$ cat src/rtl/counter_sequencer_if.sv
// Command/status bundle for counter_sequencer.
// The master side issues commands; the slave side is the sequencer itself.
interface counter_sequencer_if #(
    parameter int WIDTH = 3
);
    logic             start;
    logic             stop;
    logic             pause;
    logic             dir;
    logic [WIDTH-1:0] load_val;
    logic [WIDTH-1:0] term_val;
    logic [WIDTH-1:0] count;
    logic [1:0]       state;
    logic             busy;
    logic             done;

    modport master (
        output start, stop, pause, dir, load_val, term_val,
        input  count, state, busy, done
    );

    modport slave (
        input  start, stop, pause, dir, load_val, term_val,
        output count, state, busy, done
    );
endinterface

$ cat src/rtl/counter_sequencer.sv
// Loadable up/down counter that runs from load_val until it reaches term_val.
// It supports pause/hold and stop/abort, and gives a one-cycle done pulse.
module counter_sequencer #(
    parameter int WIDTH = 3
) (
    input  logic                 clk,
    input  logic                 reset,
    counter_sequencer_if.slave   bus
);

    typedef enum logic [1:0] {
        IDLE = 2'b00,
        RUN  = 2'b01,
        HOLD = 2'b10,
        DONE = 2'b11
    } state_e;

    state_e           state_q, state_d;
    logic [WIDTH-1:0] count_q, count_d;
    logic             busy_q, busy_d;
    logic             done_q, done_d;

    always_comb begin
        // NOTE: assign every output a default first, so that no path leaves one unassigned and no latch is inferred.
        state_d = state_q;
        count_d = count_q;
        unique case (state_q)
            IDLE: begin
                if (bus.start && !bus.stop) begin
                    state_d = RUN;
                    count_d = bus.load_val;
                end
            end
            RUN: begin
                if (bus.stop) begin
                    state_d = IDLE;
                end else if (bus.pause) begin
                    state_d = HOLD;
                end else if (count_q == bus.term_val) begin
                    state_d = DONE;
                end else if (bus.dir) begin
                    count_d = count_q + 1'b1;
                end else begin
                    count_d = count_q - 1'b1;
                end
            end
            HOLD: begin
                if (bus.stop) begin
                    state_d = IDLE;
                end else if (!bus.pause) begin
                    state_d = RUN;
                end
            end
            DONE: begin
                state_d = IDLE;
            end
            default: begin
                state_d = IDLE;
            end
        endcase
    end

    // busy and done come from their own flops, so the output pins see no decode glitches.
    always_comb begin
        busy_d = (state_d == RUN) || (state_d == HOLD);
        done_d = (state_d == DONE);
    end

    // NOTE: use non-blocking assignments for the state flops, so that every register samples values from before the edge.
    always_ff @(posedge clk or negedge reset) begin
        if (!reset) begin
            state_q <= IDLE;
            count_q <= '0;
            busy_q  <= 1'b0;
            done_q  <= 1'b0;
        end else begin
            state_q <= state_d;
            count_q <= count_d;
            busy_q  <= busy_d;
            done_q  <= done_d;
        end
    end

    assign bus.count = count_q;
    assign bus.state = state_q;
    assign bus.busy  = busy_q;
    assign bus.done  = done_q;

endmodule

$ cat src/flat_wrapper.sv
// flat-port wrapper written by rule: the top's interface ports become plain ports
module counter_sequencer_flat 
#(
    parameter int WIDTH = 3
)
  (clk, reset, bus_start, bus_stop, bus_pause, bus_dir, bus_load_val, bus_term_val, bus_count, bus_state, bus_busy, bus_done);
  counter_sequencer_if #(.WIDTH(WIDTH)) bus_i ();
  input  logic clk;
  input  logic reset;
  input wire logic [$bits(bus_i.start)-1:0] bus_start;
  input wire logic [$bits(bus_i.stop)-1:0] bus_stop;
  input wire logic [$bits(bus_i.pause)-1:0] bus_pause;
  input wire logic [$bits(bus_i.dir)-1:0] bus_dir;
  input wire logic [$bits(bus_i.load_val)-1:0] bus_load_val;
  input wire logic [$bits(bus_i.term_val)-1:0] bus_term_val;
  output wire logic [$bits(bus_i.count)-1:0] bus_count;
  output wire logic [$bits(bus_i.state)-1:0] bus_state;
  output wire logic [$bits(bus_i.busy)-1:0] bus_busy;
  output wire logic [$bits(bus_i.done)-1:0] bus_done;
  assign bus_i.start = bus_start;
  assign bus_i.stop = bus_stop;
  assign bus_i.pause = bus_pause;
  assign bus_i.dir = bus_dir;
  assign bus_i.load_val = bus_load_val;
  assign bus_i.term_val = bus_term_val;
  assign bus_count = bus_i.count;
  assign bus_state = bus_i.state;
  assign bus_busy = bus_i.busy;
  assign bus_done = bus_i.done;
  counter_sequencer #(.WIDTH(WIDTH)) u_core (.clk(clk), .reset(reset), .bus(bus_i));
endmodule
$ cat config.mk
export PLATFORM = sky130hd
export DESIGN_NAME = counter_sequencer_flat
export DESIGN_NICKNAME = d
export VERILOG_FILES = /design/src/rtl/counter_sequencer_if.sv /design/src/rtl/counter_sequencer.sv /design/src/flat_wrapper.sv
export SDC_FILE = /design/constraint.sdc
export NUM_CORES = 1
export LEC_CHECK = 0
export ABC_AREA = 1
export CELL_PAD_IN_SITES_DETAIL_PLACEMENT = 1
export CELL_PAD_IN_SITES_GLOBAL_PLACEMENT = 2
export CORE_AREA = 2 2 40 42
export CTS_BUF_LIST = sky130_fd_sc_hd__clkbuf_8
export DETAILED_ROUTE_END_ITERATION = 12
export DIE_AREA = 0 0 42 44
export DONT_BUFFER_PORTS = 1
export PLACE_DENSITY = 0.75
export SYNTH_ARGS = -nofsm -noshare
export SYNTH_HDL_FRONTEND = slang
export SYNTH_SLANG_ARGS = --single-unit
$ cat constraint.sdc
create_clock -name clk -period 2.3 [get_ports clk]
set_input_delay 0.115 -clock clk [delete_from_list [all_inputs] [get_ports clk]]
set_output_delay 0.115 -clock clk [all_outputs]
set_load 0.1 [all_outputs]
==> results of run 1 <==
## logic make-up (layout without fill, tap and decap cells)
logic type      count (synthesis)  in the layout
compound gates                  4              4
simple gates                   38             38
buf+inv                         9             20
fa+ha+maj                       2              2
flops                           7              7
xor+xnor                        1              1
## metrics by stage
stage | instances | setup slack (ps) | hold WS [ps]
final | 88 | 922 | 51.6
after global routing | 88 | 794 | 58.4
after CTS | 88 | 913 | 43.3
after detailed placement | 82 | 909 | -180
after global placement | 82 | 912 | -180
after floorplan | 61 | 442 | -181
## critical path: cells and delay by family (launching register included)
family / cells / cell delay (ps)
flops: 1 / 370
buf+inv: 2 / 330
fa+ha+maj: 1 / 260
compound gates: 1 / 200
simple gates: 1 / 110
## sequential cells by signal (all words and copies together), names as in the netlist
signal	cells
u_core.bus.busy	1
u_core.bus.count	3
u_core.bus.done	1
u_core.bus.state	2
## routing by layer
metal / GRT usage / vias up / share of wire
li1: - / 214 / -
met1: 0.158 / 194 / 0.45
met2: 0.203 / 13 / 0.48
met3: 0.0458 / 2 / 0.059
met4: 0.0581 / 0 / 0.0097
met5: 0 / - / 0
## placed cells by master (no fill, tap or decap)
cell type,n
a21oi_1,1
buf_4,5
clkbuf_8,3
dfrtp_1,7
dlygate4sd3_1,2
fa_1,1
ha_1,1
inv_1,8
inv_2,2
nand2_1,22
nand2_2,5
nand3_1,5
nand3_2,1
nand3b_2,1
nand4_1,1
nor2_1,2
nor3_2,1
o21ai_0,3
xnor2_2,1
## worst paths after layout
check / startpoint / endpoint / slack (ps) / cells past startpoint
worst max register to register: u_core.bus.state[1]$_DFF_PN0_ / u_core.bus.busy$_DFF_PN0_ / 920 / 5
max in group asynchronous: reset / u_core.bus.count[0]$_DFFE_PN0P_ / 1830 / 1
worst min register to register: u_core.bus.count[2]$_DFFE_PN0P_ / u_core.bus.count[2]$_DFFE_PN0P_ / 610 / 2
min in group asynchronous: reset / u_core.bus.count[1]$_DFFE_PN0P_ / 220 / 1
worst min-delay path: bus_pause / u_core.bus.state[1]$_DFF_PN0_ / 50 / 2
worst max-delay path: u_core.bus.state[1]$_DFF_PN0_ / u_core.bus.busy$_DFF_PN0_ / 920 / 5
## power by group
part	total (uW)	switching [uW]	leakage (uW)	internal [uW]
sequential	213	64.8	0.0000906	148
clock	165	50.3	0.0000269	115
combinational	338	251	0.000206	87.3
## area by class of cell
cell class,instances,area [sq um]
Tap cell,16,20.0
Inverter,9,33.8
Clock inverter,1,3.75
Timing Repair Buffer,7,57.6
Multi-Input combinational cell,45,253
Fill cell,186,835
Clock buffer,3,41.3
Sequential cell,7,175
## timing repair
| action | 4_1_cts | 5_1_grt |
|---|---|---|
| setup endpoints to repair | 0 | 0 |
| endpoints found under the hold margin | 8 | 0 |
| hold buffers | 2 | 0 |
==> metrics.txt, run 1 <==
status finished clean; Yosys cell types 16; Critical Path RT 2400 ps; Max Cap Violations 0; clock sinks 7; most frequent cell after synthesis nand2_1; Crit Path Category register to register; HP Class primary input to register; Compound-Gate Fraction of Synth Area 0.0434; slowest CP cell dfrtp_1; Final Core Density 0.412; later-pin clock latency in the skew report 220 ps; final setup fails 0; Via-to-Cell Ratio 4.81; via count 423; Die Ht 44 um; clock skew 0.971 ps; Startpoint Class register; Leakage Power 0.000324 uW; area leader, netlist dfrtp_1; Ant. Diodes 0; clk slew on worst S/H paths 40 ps; Die ar. 0.00185 sq mm; sequential area share after synthesis 0.379; yosys warns 0; total grt overflow 0; top_reg_cell synth dfrtp_1; initial antenna violation count 0; setup_tns 0 ps; Rows 14; DP HPWL 852 um; synthesized cell area 462 sq um; root buf cell clkbuf_8; Num CTS Buffers 3; Post-synth ARST share 1.00; Hold Fails Final Rpt 0; ratio of cells with drive above 1 in the final layout 0.264; postcts setup bufs 0; final cell area excluding filler cells 584 sq um; post-CTS sizing 0; Slew Viols, Final 0; Max Clk Rate 0.726 GHz; Max Fanout on Critical Path 3; RSZ-0062 raised after global routing no; initial core utilization 0.325; initial DRC count 2; Final min period 1380 ps; Pre-antenna DRT Iters 2; Synth area leaders dfrtp_1 38%, nand2_1 18%, nand2_2 6.8%, inv_1 5.7%, nand3_1 5.4%; post-synthesis net count 75; CP Data Arrival Time 1480 ps; Final Power 717 uW; drt drc 0; Synth top area share 0.379; cells along the critical path buf_4, inv_2, nand4_1, a21oi_1, ha_1; Post-synth top cells 22 x nand2_1, 7 x dfrtp_1, 7 x inv_1, 5 x nand2_2, 5 x nand3_1; post-DR wirelength/cell 11.7 um; CP Capture Type register; PortBufs 0; Adder-Cell Fraction of Synth Area 0.0705; Syn Area/Cell 7.57 sq um; GP Congestion 0.741; TritonCTS clock tree yes; peak supply drop 0.655 mV; Post-synth EDFFs 0; I/O pins 19; Cells after Synth 61; Routed Antenna Nets 0; first-pass GRT wire length 1750 um; DIE WIDTH 42 um; Post-Synth Simple-Gate Area 0.398; Area Growth Syn to Fin 26.6%; largest net degree at the start of global routing 8; post-synthesis xor/xnor area fraction 0.0352; Core Region 0.00142 sq mm; All-Layer GR Usage 0.128; clk buf depth 2; WL final 1030 um; mux cell area share after synthesis 0; nets 87; # H-tree levels 1; PwrDens 1230 mW/mm^2; largest family of logic cells by synthesized area simple AND/OR/NAND/NOR gates; slowest stage delay, CP 370 ps; flops & latches, synth 7; Worst Tran Pin Value 874 ps; Placed Area 519 sq um; vias in the first global route 415; max_slew headroom 0.418; period utilization 0.599
(Power assumes the default switching activity.)
==> inputs of run 2 (changes only) <==
Settings changed: ABC_AREA 1 to 0, CORE_AREA 2 2 40 42 to 2 2 39 41, DIE_AREA 0 0 42 44 to 0 0 41 43, PLACE_DENSITY 0.75 to 0.68.
Clock period 2.3 ns to 1.2 ns, I/O delays scaled along.
==> run 2 against run 1 <==
Effect of this change: the flow now finishes with violations (setup timing); non-clock buffer count grew 10; flip-flop and latch count unchanged; setup slack worse by 1300 ps; worst hold slack got worse by 21 ps; final area up 15%; critical path depth fell by 1; power increased by 120%.
==> metrics.txt, run 2 <==
status finished with violations; failing checks setup timing; sequential area share after synthesis 0.415 (+0.0360); Synth area leaders dfrtp_1 42%, xnor2_1 8.3%, mux2i_1 7.1%, fa_1 4.7%, o22a_1 4.2%; CP Data Arrival Time 1730 ps (+250 ps); DIE WIDTH 41 um (-2.4%); Num CTS Buffers 3 (unchanged); drt drc 0 (unchanged); post-synthesis net count 51 (-32%); CP Capture Type register; root buf cell clkbuf_8; clock sinks 7 (unchanged); Area Growth Syn to Fin 58.8%; Final Power 1590 uW (+120%); I/O pins 19 (unchanged); # H-tree levels 1 (unchanged); final setup fails 7 (+7); initial DRC count 4 (+2); DP HPWL 949 um (+11%); Slew Viols, Final 0 (unchanged); largest net degree at the start of global routing 8 (unchanged); Die ar. 0.00176 sq mm (-4.6%); Critical Path RT 1310 ps (-1090 ps); HP Class primary input to register; most common cell after layout, fill and taps aside buf_4; Max Fanout on Critical Path 2 (-1); vias in the first global route 422 (+1.7%); slowest stage delay, CP 500 ps (+130 ps); Min Hold Slack 30.6 ps (-21.0 ps); Adder-Cell Fraction of Synth Area 0.0772 (+0.00669); first-pass GRT wire length 1860 um (+5.9%); Placed Area 566 sq um (+8.9%); Pre-antenna DRT Iters 2 (unchanged); Final min period 1610 ps (+236 ps); Via-to-Cell Ratio 4.89 (+1.8%); most frequent cell after synthesis dfrtp_1; Max Clk Rate 0.619 GHz (-15%); ratio of cells with drive above 1 in the final layout 0.552 (+0.288); Max Cap Violations 0 (unchanged); Hold Fails Final Rpt 0 (unchanged); Leakage Power 0.000302 uW (-6.8%); final cell area excluding filler cells 669 sq um (+15%); cells along the critical path or4b_4, a31oi_4, nor2_2, mux2_4; Yosys cell types 20 (+4); Routed Antenna Nets 0 (unchanged); slowest CP cell or4b_4; area leader, netlist dfrtp_1; final worst slack -414 ps (-1340 ps); nets 73 (-16%); Crit Path Category register to register; All-Layer GR Usage 0.165 (+0.0371); yosys warns 0 (unchanged); Worst Tran Pin Value 344 ps (-530 ps); mux cell area share after synthesis 0.134 (+0.134); period utilization 1.35 (+0.746); post-DR wirelength/cell 16.0 um (+36%); Startpoint Class register; commonest non-fill, non-tap cells in the layout 15 x buf_4, 5 x dfrtp_4, 4 x inv_1; clk buf depth 2 (unchanged); Post-Synth Simple-Gate Area 0.125 (-0.274); top_reg_cell synth dfrtp_1; flops & latches, synth 7 (unchanged); initial core utilization 0.305 (-0.0207); clock skew 3.18 ps (+2.21 ps); Largest register FFs 3 (unchanged); synthesized cell area 422 sq um (-8.7%); max_slew headroom 0.770 (+0.352); clk slew on worst S/H paths 40 ps (about the same); PwrDens 2380 mW/mm^2 (+94%); Core Region 0.00138 sq mm (-2.5%); Post-synth ARST share 1.00 (unchanged); Syn Area/Cell 11.4 sq um (+51%); Compound-Gate Fraction of Synth Area 0.139 (+0.0961); TritonCTS clock tree yes; later-pin clock latency in the skew report 230 ps (about the same); largest family of logic cells by synthesized area compound AO/OA/AOI/OAI gates; Synth top area share 0.415 (+0.0360); GP Congestion 0.663 (-11%); Post-synth top cells 7 x dfrtp_1, 4 x nor2_1, 4 x xnor2_1, 3 x inv_1, 3 x mux2i_1; initial antenna violation count 0 (unchanged); Rows 14 (unchanged); RSZ-0062 raised after global routing yes; Cells after Synth 37 (-39%); total grt overflow 0 (unchanged); post-synthesis xor/xnor area fraction 0.0831 (+0.0479); Post-synth EDFFs 0 (unchanged); Ant. Diodes 0 (unchanged); peak supply drop 0.905 mV (+38%); Die Ht 43 um (-2.3%); PortBufs 0 (unchanged); via count 362 (-14%); pre-CTS WS -450 ps (-1360 ps); WL final 1180 um (+15%)
==> run 2: cell types whose count changed after synthesis, moves of 3 or more <==
cell / previous run / this run
xnor2_1: 0 / 4
nand2_1: 22 / 1
nand2_2: 5 / 0
nand3_1: 5 / 0
mux2i_1: 0 / 3
o21ai_0: 3 / 0
inv_1: 7 / 3
==> run 2: path summary, 6_finish.rpt <==
kind	startpoint	endpoint	slack [ps]	depth (start not counted)
worst max-delay path	u_core.bus.state[1]$_DFF_PN0_	u_core.bus.count[1]$_DFFE_PN0P_	-410	4
min in group asynchronous	reset	u_core.bus.count[0]$_DFFE_PN0P_	170	1
worst min register to register	u_core.bus.state[0]$_DFF_PN0_	u_core.bus.state[1]$_DFF_PN0_	640	2
worst max register to register	u_core.bus.state[1]$_DFF_PN0_	u_core.bus.count[1]$_DFFE_PN0P_	-410	4
worst min-delay path	bus_load_val[0]	u_core.bus.count[0]$_DFFE_PN0P_	30	2
max in group asynchronous	reset	u_core.bus.state[0]$_DFF_PN0_	740	1
==> run 2: worst max-delay path, delay by kind of cell, from the launching register on <==
kind,cells,cell delay [ps]
and+or+nand+nor,2,560
DFF,1,470
AOI/OAI and AO/OA,1,170
muxes,1,290
==> run 2: metal layers <==
layer,share of wire,GRT usage,vias up
met5,0,0,-
met4,0.020,0.100,0
met3,0.046,0.0471,2
met2,0.54,0.266,10
met1,0.39,0.180,176
li1,-,-,174
==> run 2: final cells by class <==
type | instances | area [sq um]
inverter | 3 | 11.3
timing repair buffer | 17 | 133
clock inverter | 1 | 3.75
clock buffer | 3 | 41.3
multi-input combinational | 27 | 267
sequential | 7 | 194
tap | 16 | 20.0
fill | 156 | 714
==> run 2: kinds of logic after synthesis <==
family,count (synthesis)
multiplexers,5
XOR/XNOR,4
adder cells (fa/ha/maj),2
flip-flops,7
AND/OR/NAND/NOR,9
AO/OA/AOI/OAI,7
buffers and inverters,3
==> run 2: repair_timing <==
action | in CTS | in global routing
buffers inserted | 0 | 1
gates resized for setup | 6 | 0
hold buffers | 2 | 0
setup endpoints to repair | 7 | 7
pin swaps | 1 | 0
endpoints found under the hold margin | 9 | 0
==> run 2: metrics by stage <==
step           instances   util  setup TNS, ps
3_5_place_dp          67  0.409          -2310
2_1_floorplan         37      -          -2540
3_3_place_gp          67  0.409          -1950
6_report              74  0.484          -2000
5_1_grt               74  0.484          -2280
4_1_cts               73  0.478          -1920
==> run 2: report_power, final <==
part           switching [uW]  internal [uW]  leakage, uW
Sequential               62.6            321    0.0000827
Clock                     104            221    0.0000269
Combinational             598            287     0.000192
